### src/rtl/mux4_rr_arbiter.sv
// rtl/mux4_rr_arbiter.sv - round-robin arbiter driving the select of a shared 4-input mux
module mux4_rr_arbiter #(
  parameter int N_REQ     = 4,
  parameter int NB_SELECT = 2,
  parameter int TIMEOUT   = 16,
  parameter int NB_COUNT  = 5
) (
  input  logic                 i_clock,
  input  logic                 i_reset,
  input  logic [N_REQ-1:0]     i_request,
  input  logic                 i_done,
  output logic [N_REQ-1:0]     o_grant,
  output logic [NB_SELECT-1:0] o_select,
  output logic                 o_busy,
  output logic                 o_timeout
);

  typedef enum logic {IDLE, BUSY} state_t;

  // Counter value seen on the last permitted grant cycle.
  localparam logic [NB_COUNT-1:0] TERM = (TIMEOUT == 0) ? '0 : NB_COUNT'(TIMEOUT - 1);

  state_t               state_q, state_d;
  logic [NB_COUNT-1:0]  count_q, count_d;
  logic [NB_SELECT-1:0] sel_q, sel_d;
  logic [NB_SELECT-1:0] last_q, last_d;
  logic [N_REQ-1:0]     grant_q, grant_d;
  logic                 timeout_q, timeout_d;
  logic [NB_SELECT-1:0] winner;
  logic                 found;
  logic                 wd_hit;

  always_comb begin
    winner = last_q;
    found  = 1'b0;
    for (int off = 1; off <= N_REQ; off++) begin
      if (!found && i_request[last_q + NB_SELECT'(off)]) begin
        winner = last_q + NB_SELECT'(off);
        found  = 1'b1;
      end
    end
  end

  assign wd_hit = (TIMEOUT != 0) && (count_q == TERM);

  always_comb begin
    state_d   = state_q;
    count_d   = count_q;
    sel_d     = sel_q;
    last_d    = last_q;
    grant_d   = grant_q;
    timeout_d = 1'b0;
    case (state_q)
      IDLE: begin
        if (found) begin
          state_d = BUSY;
          grant_d = N_REQ'(1) << winner;
          sel_d   = winner;
          last_d  = winner;
          count_d = '0;
        end
      end
      BUSY: begin
        // Saturation keeps the free-running count harmless when the watchdog is off.
        count_d = (&count_q) ? count_q : count_q + 1'b1;
        if (i_done || !i_request[sel_q]) begin
          state_d = IDLE;
          grant_d = '0;
        end else if (wd_hit) begin
          state_d   = IDLE;
          grant_d   = '0;
          timeout_d = 1'b1;
        end
      end
      default: begin
        state_d = IDLE;
        grant_d = '0;
      end
    endcase
  end

  always_ff @(posedge i_clock or negedge i_reset) begin
    if (!i_reset) begin
      state_q   <= IDLE;
      count_q   <= '0;
      sel_q     <= '0;
      last_q    <= NB_SELECT'(N_REQ - 1);
      grant_q   <= '0;
      timeout_q <= 1'b0;
    end else begin
      state_q   <= state_d;
      count_q   <= count_d;
      sel_q     <= sel_d;
      last_q    <= last_d;
      grant_q   <= grant_d;
      timeout_q <= timeout_d;
    end
  end

  assign o_grant   = grant_q;
  assign o_select  = sel_q;
  assign o_busy    = (state_q == BUSY);
  assign o_timeout = timeout_q;

  a_grant_onehot0: assert property (@(posedge i_clock) disable iff (!i_reset) $onehot0(o_grant));
  a_grant_busy:    assert property (@(posedge i_clock) disable iff (!i_reset) ((o_grant != '0) == o_busy));
  a_grant_select:  assert property (@(posedge i_clock) disable iff (!i_reset) (o_busy |-> o_grant[o_select]));

endmodule

### config.mk
export PLATFORM = sky130hd
export DESIGN_NAME = mux4_rr_arbiter
export DESIGN_NICKNAME = d
export VERILOG_FILES = /design/src/rtl/mux4_rr_arbiter.sv
export SDC_FILE = /design/constraint.sdc
export NUM_CORES = 1
export LEC_CHECK = 0
export BUFFER_PORTS_ARGS = -buffer_cell sky130_fd_sc_hd__buf_2
export CELL_PAD_IN_SITES_DETAIL_PLACEMENT = 1
export CELL_PAD_IN_SITES_GLOBAL_PLACEMENT = 1
export CORE_ASPECT_RATIO = 1.1
export CORE_UTILIZATION = 41
export DETAILED_ROUTE_END_ITERATION = 10
export PLACE_DENSITY = 0.84
export SETUP_SLACK_MARGIN = 0.15
export SYNTH_ARGS = -nofsm -noshare
export SYNTH_HDL_FRONTEND = slang
export SYNTH_SLANG_ARGS = --single-unit
### constraint.sdc
create_clock -name i_clock -period 1.9 [get_ports i_clock]
set_input_delay 0.095 -clock i_clock [delete_from_list [all_inputs] [get_ports i_clock]]
set_output_delay 0.095 -clock i_clock [all_outputs]
set_load 0.02 [all_outputs]
# Word-level counts from Yosys, hierarchy flattened

Cells that the tools add are included.

Register bits after elaboration: 15
Latch bits: 0
Bits in writable memories: 0
Bits in read-only memories: 0
Bits of input ports: 7
Output and inout port bits: 8
Memories kept: 0

Add/subtract/negate cells: 4
$mul: 0
Divide/modulo/power cells: 0
Order comparisons: 5
Eq/ne operators: 4
Shifts and indexed selects: 1
Multiplexer cells: 32
Bitwise operators: 1
Reduce and logical (&&, ||, !) cells: 12

Operators with widths:

| kind                                                                  | count |
|---|---|
| 2-bit by 3-bit < comparator with 1-bit output, second input constant  | 5 |
| 1-bit two-way mux                                                     | 15 |
| 4-bit two-way mux                                                     | 3 |
| 1-bit binary-select mux with 2-bit select                             | 5 |
| 5-bit two-way mux                                                     | 2 |
| 5-bit case mux with 2 select lines                                    | 1 |
| 2-bit two-way mux                                                     | 4 |
| 4-bit case mux with 2 select lines                                    | 1 |
| 2-bit AND reduction                                                   | 3 |
| 5-bit by 1-bit adder with 5-bit output, second input constant         | 1 |
| 5-bit by 4-bit equality test with 1-bit output, second input constant | 1 |
| 5-bit AND reduction                                                   | 1 |
| 2-bit adder, second input constant                                    | 2 |
| 1-bit logical NOT                                                     | 4 |
| 2-bit != test, second input constant                                  | 2 |
| 1-bit by 2-bit left shift with 4-bit output, first input constant     | 1 |
| 1-bit logical AND                                                     | 3 |
| 3-bit by 1-bit != test with 1-bit output, second input constant       | 1 |
| 2-bit by 1-bit adder with 2-bit output, second input constant         | 1 |
| 1-bit case mux with 2 select lines                                    | 1 |
| 1-bit logical OR                                                      | 1 |
| 1-bit NOT                                                             | 1 |

# Depth between registers and ports, before layout

Gate-level depths: netlist of run 1.

Depth after elaboration: 16
Gate-level depth with buffers: 7
Depth with buffers taken out: 7

# Worst setup path after synthesis of run 1

No wires, ideal clock.

Path kind: register to register
Start: register count_q[0]
End: register count_q[1]
Library setup time: 0.121 ns
Arrival: 1.464 ns
Setup slack: 0.315 ns
Cell stages (with the launch flop): 6
Path buffers: 0
Period minus slack after synthesis: 1.585 ns
Cells stage by stage: dfrtp_1 ha_1 and3_1 ha_1 mux2_2 a22o_1

Longest elaborated chain between the ends: 3

Ends and longest elaborated chain:

| item                                                                          | line | source |
|---|---|---|
| start: declaration                                                            | 24   | `logic [NB_COUNT-1:0] count_q, count_d;` |
| start signal: assignment                                                      | 92   | `count_q <= count_d;` |
| 5-bit by 1-bit adder with 5-bit output or 5-bit AND reduction (tied branches) | 65   | `count_d = (&count_q) ? count_q : count_q + 1'b1;` |
| 5-bit two-way mux or 2-bit != test (tied branches)                            | -    |  |
| 5-bit case mux with 2 select lines or 2-bit AND reduction (tied branches)     | -    |  |

Several ways; a longest one is shown, not always the timed one. The select of a mux whose other input is x is not followed.
A chain may end at the register's enable or synchronous reset.

# Worst setup path after layout of run 1

Start: register count_q[1]
End: register count_q[1]

The elaborated chain is that of the path after synthesis.

==> results.sh, run 1 <==
export IMPL_synth_ff_latch_count=15
export IMPL_cts_buffers=3
export IMPL_syn_num_nets=83
export IMPL_arrival_ns=1.85
export IMPL_final_common_cell="buf_2"
export IMPL_required_ns=2.08
export IMPL_final_max_slew_viol_count=0
export IMPL_hp_class="in -> reg"
export IMPL_design_power_total_mw=1.41
export IMPL_holdCritStartpoint="i_done"
export IMPL_synth_fa_ha_area_share_pct=4.61
export IMPL_rr_startpoint="count_q[1]$_DFFE_PN0P_"
export IMPL_grt_pass1_wl_mm=3.01
export IMPL_cp_start_kind="flop"
export IMPL_finalCritPeriodShare_pct=87.5
export IMPL_core_area_mm2=0.00182
export IMPL_slew_headroom_pct=71.5
export IMPL_path_max_fanout=6
export IMPL_io_pins=15
export IMPL_final_cell_mix="buf_2 (14), dfrtp_1 (13), nor2_1 (5), nand2_1 (5), a21oi_1 (4)"
export IMPL_clkPwrFrac_pct=13.2
export IMPL_fin_area_um2=960
export IMPL_fin_setup_tns_ns=0
export IMPL_antenna_found_initial=0
export IMPL_ant_nets=0
export IMPL_start_util_pct=44.7
export IMPL_die_height_um=48.7
export IMPL_die_w_um=44.5
export IMPL_pwr_share_comb_pct=44.8
export IMPL_grt_remaining_overflow=0
export IMPL_drtIter0Drc=5
export IMPL_floorplan_rows=16
export IMPL_routed_wl_mm=1.71
export IMPL_p_leak_nw=0.444
export IMPL_synth_top_family_by_area="compound AO/OA/AOI/OAI gates"
export IMPL_setup_slack_ns=0.237
export IMPL_syn_avg_cell_area_um2=11.2
export IMPL_status="finished clean"
export IMPL_grt_max_degree=16
export IMPL_rr_endpoint="count_q[1]$_DFFE_PN0P_"
export IMPL_setup_viol=0
export IMPL_yosys_warnings=0
export IMPL_p_int_uw=827
export IMPL_fin_crit_ns=1.66
export IMPL_synth_xor_area_share_pct=2.15
export IMPL_clockBufferDepth=2
export IMPL_utilization_pct=52.7
export IMPL_synth_compound_area_share_pct=20.0
export IMPL_ir_worst_vdd_mv=0.565
export IMPL_critPathKind="reg -> reg"
export IMPL_route_detailed_drc=0
export IMPL_skew_ns=0.00459
export IMPL_dp_hpwl_mm=1.22
export IMPL_clk_pin_slew_ns=0.09
export IMPL_postPlaceCellArea_um2=901
export IMPL_via_count=638
export IMPL_rsz0062_at_grt="no"
export IMPL_hold_end="o_timeout$_DFF_PN0_"
export IMPL_swShare_pct=41.4
export IMPL_root_buffer="clkbuf_4"
export IMPL_wl_per_cell_um=14.5
export IMPL_synth_cells=73
export IMPL_seqPwrFrac_pct=42.0
export IMPL_drive_gt1_share_pct=34.1
export IMPL_r2r_slack_ns=0.24
export IMPL_die_area_mm2=0.00217
export IMPL_io_buffers=14
export IMPL_grt_pass1_vias=665
export IMPL_synth_flop_cell="dfrtp_1"
export IMPL_synth_simple_area_share_pct=18.0
export IMPL_diodes=0
export IMPL_tightest_slew_ns=0.425
export IMPL_min_delay_path_depth=3
export IMPL_synth_area_um2=815
export IMPL_place_ws_ns=0.176
export IMPL_p_switching_uw=583
export IMPL_clock_sinks=15
export IMPL_clock_latency_ns=0.29
export IMPL_final_nets=102
export IMPL_cp_end_kind="flop"
export IMPL_fmax_mhz=601
export IMPL_placedCellCount=111
export IMPL_instances_no_fill=118
export IMPL_maxCapViolations=0
export IMPL_synth_edff_count=0
export IMPL_h_tree_depth=1
export IMPL_gp_congestion=0.811
export IMPL_synthMuxAreaShare_pct=5.38
export IMPL_dr_pass1_iters=3
export IMPL_synth_cell_types=35
export IMPL_hold_slack_ns=0.0863
export IMPL_reg2reg_depth=5
export IMPL_synthToLayoutAreaGrowth_pct=17.8
export IMPL_synth_seq_area_share_pct=46.4
export IMPL_grt_total_usage_pct=18.8
export IMPL_via_per_inst=5.41
export IMPL_p_per_area_mw_per_mm2=1470
export IMPL_async_reset_ff_share_pct=100
export IMPL_cts_tree="done"
export IMPL_hold_viol_final=0
-- Yosys cell counts (2+ instances only) --
cell / n / area share, %
o21a_1: 2 / 1.8
dfstp_2: 2 / 6.5
a21oi_1: 4 / 2.5
ha_1: 3 / 4.6
dfrtp_1: 13 / 40
nand2_1: 5 / 2.3
a22o_1: 3 / 3.2
o21ai_0: 3 / 1.8
nor2_1: 6 / 2.8
o2bb2ai_1: 2 / 2.2
buf_2: 2 / 1.2
nor2b_1: 2 / 1.5
inv_1: 3 / 1.4
a32o_1: 2 / 2.5
-- critical path, cell delays in order (launching register included) --
cell and delay (ns):
dfrtp_1 0.38, ha_1 0.19, and3_1 0.19, ha_2 0.26
mux2_2 0.35, a22o_1 0.18
-- how the worst max path moves through the flow --
stage                     depth (start not counted)                    from                endpoint
after floorplan                                   5  count_q[0]$_DFFE_PN0P_  count_q[1]$_DFFE_PN0P_
after global placement                            7  count_q[0]$_DFFE_PN0P_  count_q[3]$_DFFE_PN0P_
after detailed placement                          5  count_q[0]$_DFFE_PN0P_  count_q[1]$_DFFE_PN0P_
after CTS                                         5  count_q[0]$_DFFE_PN0P_  count_q[1]$_DFFE_PN0P_
after global routing                              7  count_q[0]$_DFFE_PN0P_  count_q[3]$_DFFE_PN0P_
final                                             5  count_q[1]$_DFFE_PN0P_  count_q[1]$_DFFE_PN0P_
-- sequential cells by signal, indices dropped and copies added, names as in the netlist --
name,count
count_q,5
last_q,2
o_busy,1
o_grant,4
o_select,2
o_timeout,1
-- metal layers --
layer / wire, µm / vias to the layer above / GRT usage [%] / share of wire [%]
li1: - / 301 / - / -
met5: 0 / - / 0 / 0
met1: 787 / 320 / 26.0 / 46
met2: 837 / 13 / 29.4 / 49
met3: 48 / 4 / 2.24 / 2.8
met4: 36 / 0 / 7.58 / 2.1
-- power groups by stage --
stage	clock network, mW	logic (mW)	registers, mW
2_1_floorplan	0	0.413	0.622
3_3_place_gp	0	0.571	0.588
3_5_place_dp	0	0.591	0.602
4_1_cts	0.187	0.604	0.598
5_1_grt	0.208	0.700	0.620
6_report	0.186	0.632	0.592
-- cells by family after synthesis --
kind of cell	after synthesis
simple gates	23
compound gates	21
flops	15
buf+inv	6
mux	3
fa+ha+maj	3
xor+xnor	2
-- what timing repair did --
action / in CTS / in global routing
cloned: 0 / 0
gates resized for setup: 2 / 1
setup endpoints to repair: 2 / 4
hold buffers: 1 / 0
hold endpoints to repair: 15 / 0
setup buffers: 0 / 2
-- cell type report --
type	instances	area (µm²)
Multi-Input combinational cell	52	415
Inverter	3	11.3
Tap cell	27	33.8
Clock buffer	4	26.3
Timing Repair Buffer	17	95.1
Sequential cell	15	378
Fill cell	192	862
(Power assumes the default switching activity.)
==> inputs of run 2 (changes only) <==
--- a/config.mk
+++ b/config.mk
@@ -11,7 +11,7 @@
 export CORE_ASPECT_RATIO = 1.1
 export CORE_UTILIZATION = 41
 export DETAILED_ROUTE_END_ITERATION = 10
-export PLACE_DENSITY = 0.84
+export PLACE_DENSITY_LB_ADDON = 0.2
 export SETUP_SLACK_MARGIN = 0.15
 export SYNTH_ARGS = -nofsm -noshare
 export SYNTH_HDL_FRONTEND = slang
==> run 2 against run 1 <==
Against the previous run:
- count of clock-buffer cells in the layout is the same
- global-route usage shrank 0.080 points
- die area is the same
- via count shrank 4.2%
- final cell count is the same
- sequential power is essentially flat
- sequential share of layout area shrank 0.31 points
- first-iteration DRC count shrank 100%
- clock skew grew 0.0019 ns
- critical path type unchanged
- critical endpoint unchanged
- largest power group unchanged
==> results.sh, run 2 (same netlist as run 1, synthesis figures left out) <==
export IMPL_root_buffer="clkbuf_4"
export IMPL_ir_worst_vdd_mv=0.643
export IMPL_floorplan_rows=16
export IMPL_r2r_slack_ns=0.23
export IMPL_final_cell_mix="buf_2 (14), dfrtp_1 (13), nor2_1 (6)"
export IMPL_required_ns=2.08
export IMPL_crit_family="adder cells"
export IMPL_regArea_um2=378
export IMPL_p_per_area_mw_per_mm2=1440
export IMPL_hp_class="in -> reg"
export IMPL_via_per_inst=5.18
export IMPL_grt_max_degree=16
export IMPL_rsz0062_at_grt="yes"
export IMPL_worstSetupStartpoint="count_q[0]$_DFFE_PN0P_"
export IMPL_top_register="count_q"
export IMPL_skew_ns=0.00648
export IMPL_grt_remaining_overflow=0
export IMPL_grt_total_usage_pct=18.7
export IMPL_fin_setup_tns_ns=0
export IMPL_fmax_mhz=599
export IMPL_start_util_pct=44.7
export IMPL_dp_hpwl_mm=1.39
export IMPL_die_height_um=48.7
export IMPL_placedCellCount=112
export IMPL_gp_congestion=0.706
export IMPL_slowest_delay_ns=0.40
export IMPL_ant_nets=0
export IMPL_hold_viol_final=0
export IMPL_p_leak_nw=0.443
export IMPL_diodes=0
export IMPL_final_max_slew_viol_count=0
export IMPL_crit_path_top_delay_cell="dfrtp_1"
export IMPL_setup_viol=0
export IMPL_slew_headroom_pct=72.1
export IMPL_drtIter0Drc=0
export IMPL_cp_end_kind="flop"
export IMPL_reg2reg_depth=5
export IMPL_dr_pass1_iters=1
export IMPL_cp_start_kind="flop"
export IMPL_drive_gt1_share_pct=33.0
export IMPL_antenna_found_initial=0
export IMPL_cp_endpoint="count_q[1]$_DFFE_PN0P_"
export IMPL_crit_chain="ha_1, and3_1, ha_4, mux2_2, a22o_1"
export IMPL_critPathBufInv=0
export IMPL_clockBufferDepth=2
export IMPL_via_count=611
export IMPL_fin_crit_ns=1.67
export IMPL_h_tree_depth=1
export IMPL_multi_input_area_um2=423
export IMPL_io_pins=15
export IMPL_final_nets=102
export IMPL_tightest_slew_ns=0.417
export IMPL_clock_sinks=15
export IMPL_status="finished clean"
export IMPL_cts_buffers=3
export IMPL_clk_pin_slew_ns=0.08
export IMPL_io_buffers=14
export IMPL_synthToLayoutAreaGrowth_pct=18.7
export IMPL_core_area_mm2=0.00182
export IMPL_die_w_um=44.5
export IMPL_route_detailed_drc=0
export IMPL_clock_latency_ns=0.28
export IMPL_critPathKind="reg -> reg"
export IMPL_rr_endpoint="count_q[1]$_DFFE_PN0P_"
export IMPL_holdCritStartpoint="i_done"
export IMPL_rr_startpoint="count_q[0]$_DFFE_PN0P_"
export IMPL_fill_cells=221
export IMPL_routed_wl_mm=1.79
export IMPL_largest_reg_flops=5
export IMPL_design_power_total_mw=1.40
export IMPL_wl_per_cell_um=15.1
export IMPL_finalCritPeriodShare_pct=87.9
export IMPL_die_area_mm2=0.00217
export IMPL_instances_no_fill=118
export IMPL_grt_pass1_vias=672
export IMPL_path_max_fanout=6
export IMPL_arrival_ns=1.85
export IMPL_cts_tree="done"
export IMPL_maxCapViolations=0
export IMPL_utilization_pct=53.1
export IMPL_critical_path_depth=5
export IMPL_final_common_cell="buf_2"
export IMPL_grt_pass1_wl_mm=2.99
run 2: cell counts in the layout (fill, tap and decap cells not counted):
No cell type changed its count.
run 2: area by class of cell:
class / count / area share (%)
Multi-Input combinational cell: 52 / 43.7
Sequential cell: 15 / 39.1
Timing Repair Buffer: 17 / 9.83
Tap cell: 27 / 3.49
Clock buffer: 4 / 2.72
Inverter: 3 / 1.16
run 2: repair_timing:
action / in CTS / in global routing
hold buffers: 1 / 0
hold endpoints to repair: 15 / 0
gates resized for setup: 1 / 2
setup endpoints to repair: 2 / 3
setup buffers: 0 / 1
run 2: stage by stage:
step                worst slack, ns  hold slack, ns  area, µm²
floorplan                     0.315          -0.201        815
global placement              0.247          0.0179        908
detailed placement            0.139          0.0182        908
CTS                           0.172           0.111        947
global route                  0.136          0.0937        967
finish                        0.231           0.115        967
run 2: worst min path at each step:
| stage | end | slack, ns | cells past startpoint |
|---|---|---|---|
| finish | o_timeout$_DFF_PN0_ | 0.11 | 3 |
| global route | o_timeout$_DFF_PN0_ | 0.09 | 3 |
| CTS | o_timeout$_DFF_PN0_ | 0.11 | 3 |
| detailed placement | count_q[1]$_DFFE_PN0P_ | 0.02 | 1 |
| global placement | count_q[1]$_DFFE_PN0P_ | 0.02 | 1 |
| floorplan | count_q[0]$_DFFE_PN0P_ | -0.20 | 0 |
run 2: worst reg2reg max path: cells and delay by family, from the launching register on:
| kind | cells | cell delay (ns) |
|---|---|---|
| adders and majority gates | 2 | 0.41 |
| AOI/OAI and AO/OA | 1 | 0.18 |
| and+or+nand+nor | 1 | 0.25 |
| muxes | 1 | 0.33 |
| DFF | 1 | 0.40 |
run 2: power breakdown:
| part | leakage, nW | total [mW] | switching (mW) | internal, mW |
|---|---|---|---|---|
| clock | 0.0150 | 0.177 | 0.0950 | 0.0815 |
| sequential | 0.190 | 0.589 | 0.133 | 0.456 |
| combinational | 0.239 | 0.631 | 0.340 | 0.292 |
| total | 0.443 | 1.40 | 0.567 | 0.830 |
run 2: metal layers:
| layer | part of all wire [%] | track usage [%] | up-vias |
|---|---|---|---|
| met3 | 2.9 | 3.36 | 3 |
| met5 | 0 | 0 | - |
| li1 | - | - | 301 |
| met4 | 0.90 | 4.55 | 0 |
| met1 | 42 | 22.7 | 296 |
| met2 | 55 | 33.3 | 11 |
==> inputs of run 3 (changes only) <==
--- a/config.mk
+++ b/config.mk
@@ -9,8 +9,9 @@
 export CELL_PAD_IN_SITES_DETAIL_PLACEMENT = 1
 export CELL_PAD_IN_SITES_GLOBAL_PLACEMENT = 1
 export CORE_ASPECT_RATIO = 1.1
-export CORE_UTILIZATION = 41
+export CORE_UTILIZATION = 40
 export DETAILED_ROUTE_END_ITERATION = 10
+export GPL_TIMING_DRIVEN = 0
 export PLACE_DENSITY_LB_ADDON = 0.2
 export SETUP_SLACK_MARGIN = 0.15
 export SYNTH_ARGS = -nofsm -noshare
==> run 3 against run 2 <==
Against the previous run:
- critical path depth is the same
- worst hold slack worse by 0.024 ns
- register-to-register slack got worse by 0.02 ns
- maximum frequency is 1.4% lower
- total power rose by 3.0%
- count of clock-buffer cells in the layout is 1 lower
- critical path type unchanged
- critical endpoint unchanged
- largest cell class unchanged
==> results.sh, run 3 (same netlist as run 1, synthesis figures left out) <==
export IMPL_status="finished clean"
export IMPL_instances_no_fill=120
export IMPL_ant_nets=0
export IMPL_die_height_um=49.3
export IMPL_via_per_inst=5.26
export IMPL_arrival_ns=1.89
export IMPL_rsz0062_at_grt="yes"
export IMPL_core_area_mm2=0.00184
export IMPL_tightest_slew_ns=0.342
export IMPL_cts_tree="done"
export IMPL_slew_headroom_pct=77.0
export IMPL_clock_latency_ns=0.30
export IMPL_setup_viol=0
export IMPL_final_max_slew_viol_count=0
export IMPL_gp_congestion=0.743
export IMPL_fin_area_um2=985
export IMPL_fin_setup_tns_ns=0
export IMPL_regArea_um2=378
export IMPL_fin_crit_ns=1.69
export IMPL_die_area_mm2=0.00222
export IMPL_r2r_slack_ns=0.21
export IMPL_cp_end_kind="flop"
export IMPL_postPlaceCellArea_um2=918
export IMPL_final_common_cell="buf_2"
export IMPL_utilization_pct=53.5
export IMPL_clock_sinks=15
export IMPL_p_leak_nw=0.456
export IMPL_routed_wl_mm=1.81
export IMPL_finalCritPeriodShare_pct=89.1
export IMPL_clk_pin_slew_ns=0.10
export IMPL_diodes=0
export IMPL_rr_endpoint="count_q[1]$_DFFE_PN0P_"
export IMPL_hold_viol_final=0
export IMPL_final_cell_mix="buf_2 (16), dfrtp_1 (13), nor2_1 (6)"
export IMPL_ir_worst_vdd_mv=0.769
export IMPL_holdCritStartpoint="i_done"
export IMPL_p_per_area_mw_per_mm2=1460
export IMPL_root_buffer="clkbuf_4"
export IMPL_skew_ns=0.00978
export IMPL_io_pins=15
export IMPL_largest_reg_flops=5
export IMPL_fill_cells=220
export IMPL_dr_pass1_iters=1
export IMPL_via_count=631
export IMPL_multi_input_area_um2=429
export IMPL_clockBufferDepth=2
export IMPL_grt_total_usage_pct=19.4
export IMPL_reg2reg_depth=5
export IMPL_start_util_pct=44.2
export IMPL_route_detailed_drc=0
export IMPL_cts_buffers=3
export IMPL_cp_start_kind="flop"
export IMPL_floorplan_rows=16
export IMPL_hp_class="in -> reg"
export IMPL_grt_max_degree=16
export IMPL_grt_remaining_overflow=0
export IMPL_required_ns=2.09
export IMPL_min_delay_path_depth=3
export IMPL_grt_pass1_vias=667
export IMPL_drtIter0Drc=0
export IMPL_fmax_mhz=591
export IMPL_placedCellCount=114
export IMPL_drive_gt1_share_pct=35.5
export IMPL_synthToLayoutAreaGrowth_pct=20.9
export IMPL_wl_per_cell_um=15.1
export IMPL_die_w_um=45.0
export IMPL_maxCapViolations=0
export IMPL_grt_pass1_wl_mm=3.08
export IMPL_critPathKind="reg -> reg"
export IMPL_hold_end="o_timeout$_DFF_PN0_"
export IMPL_path_max_fanout=6
export IMPL_top_register="count_q"
export IMPL_h_tree_depth=1
export IMPL_dp_hpwl_mm=1.30
export IMPL_antenna_found_initial=0
export IMPL_rr_startpoint="count_q[1]$_DFFE_PN0P_"
export IMPL_final_nets=104
export IMPL_io_buffers=14
==> run 3: metrics by stage <==
stage	power [mW]	hold slack (ns)	setup WS, ns
after floorplan	1.04	-0.201	0.315
after global placement	1.20	0.0142	0.187
after detailed placement	1.23	0.0210	0.104
after CTS	1.44	0.0827	0.185
after global routing	1.55	0.0893	0.121
final	1.44	0.0904	0.207
==> run 3: timing repair <==
action / in CTS / in global routing
buffers inserted: 1 / 0
hold buffers: 1 / 0
hold endpoints to repair: 15 / 0
setup endpoints to repair: 2 / 4
gates resized for setup: 1 / 3
==> run 3: worst max-delay path by stage <==
stage	from	end	slack [ns]	depth (start not counted)
global placement	count_q[0]$_DFFE_PN0P_	count_q[3]$_DFFE_PN0P_	0.19	7
floorplan	count_q[0]$_DFFE_PN0P_	count_q[1]$_DFFE_PN0P_	0.31	5
finish	count_q[1]$_DFFE_PN0P_	count_q[1]$_DFFE_PN0P_	0.21	5
CTS	count_q[1]$_DFFE_PN0P_	count_q[1]$_DFFE_PN0P_	0.18	5
detailed placement	count_q[0]$_DFFE_PN0P_	count_q[1]$_DFFE_PN0P_	0.10	5
global route	count_q[1]$_DFFE_PN0P_	count_q[1]$_DFFE_PN0P_	0.12	5
==> run 3: layer usage <==
| layer | global-route usage, % | vias up | routed length, µm |
|---|---|---|---|
| met2 | 31.9 | 9 | 949 |
| met3 | 3.33 | 4 | 42 |
| met1 | 22.5 | 313 | 775 |
| met4 | 12.1 | 0 | 46 |
| met5 | 0 | - | 0 |
| li1 | - | 305 | - |
==> run 3: area by class of cell <==
type / instances / share of cell area [%]
clock buffers: 3 / 2.29
multi-input cells: 52 / 43.6
clock inverters: 1 / 0.508
repair buffers: 16 / 8.89
well taps: 27 / 3.43
flip-flops and latches: 15 / 38.4
inverters: 3 / 1.14
plain buffers: 3 / 1.78
==> run 3: worst max-delay path, cell delays in order (launching register included) <==
cell and delay [ns]:
dfrtp_1 0.41, ha_1 0.20, and3_1 0.25, ha_4 0.21
mux2_2 0.34, a22o_1 0.18
==> run 3: where the power goes <==
group / internal, mW / total (mW) / switching [mW]
clock network: 0.0784 / 0.192 / 0.113
logic: 0.313 / 0.709 / 0.396
registers: 0.455 / 0.538 / 0.0830
total: 0.846 / 1.44 / 0.592
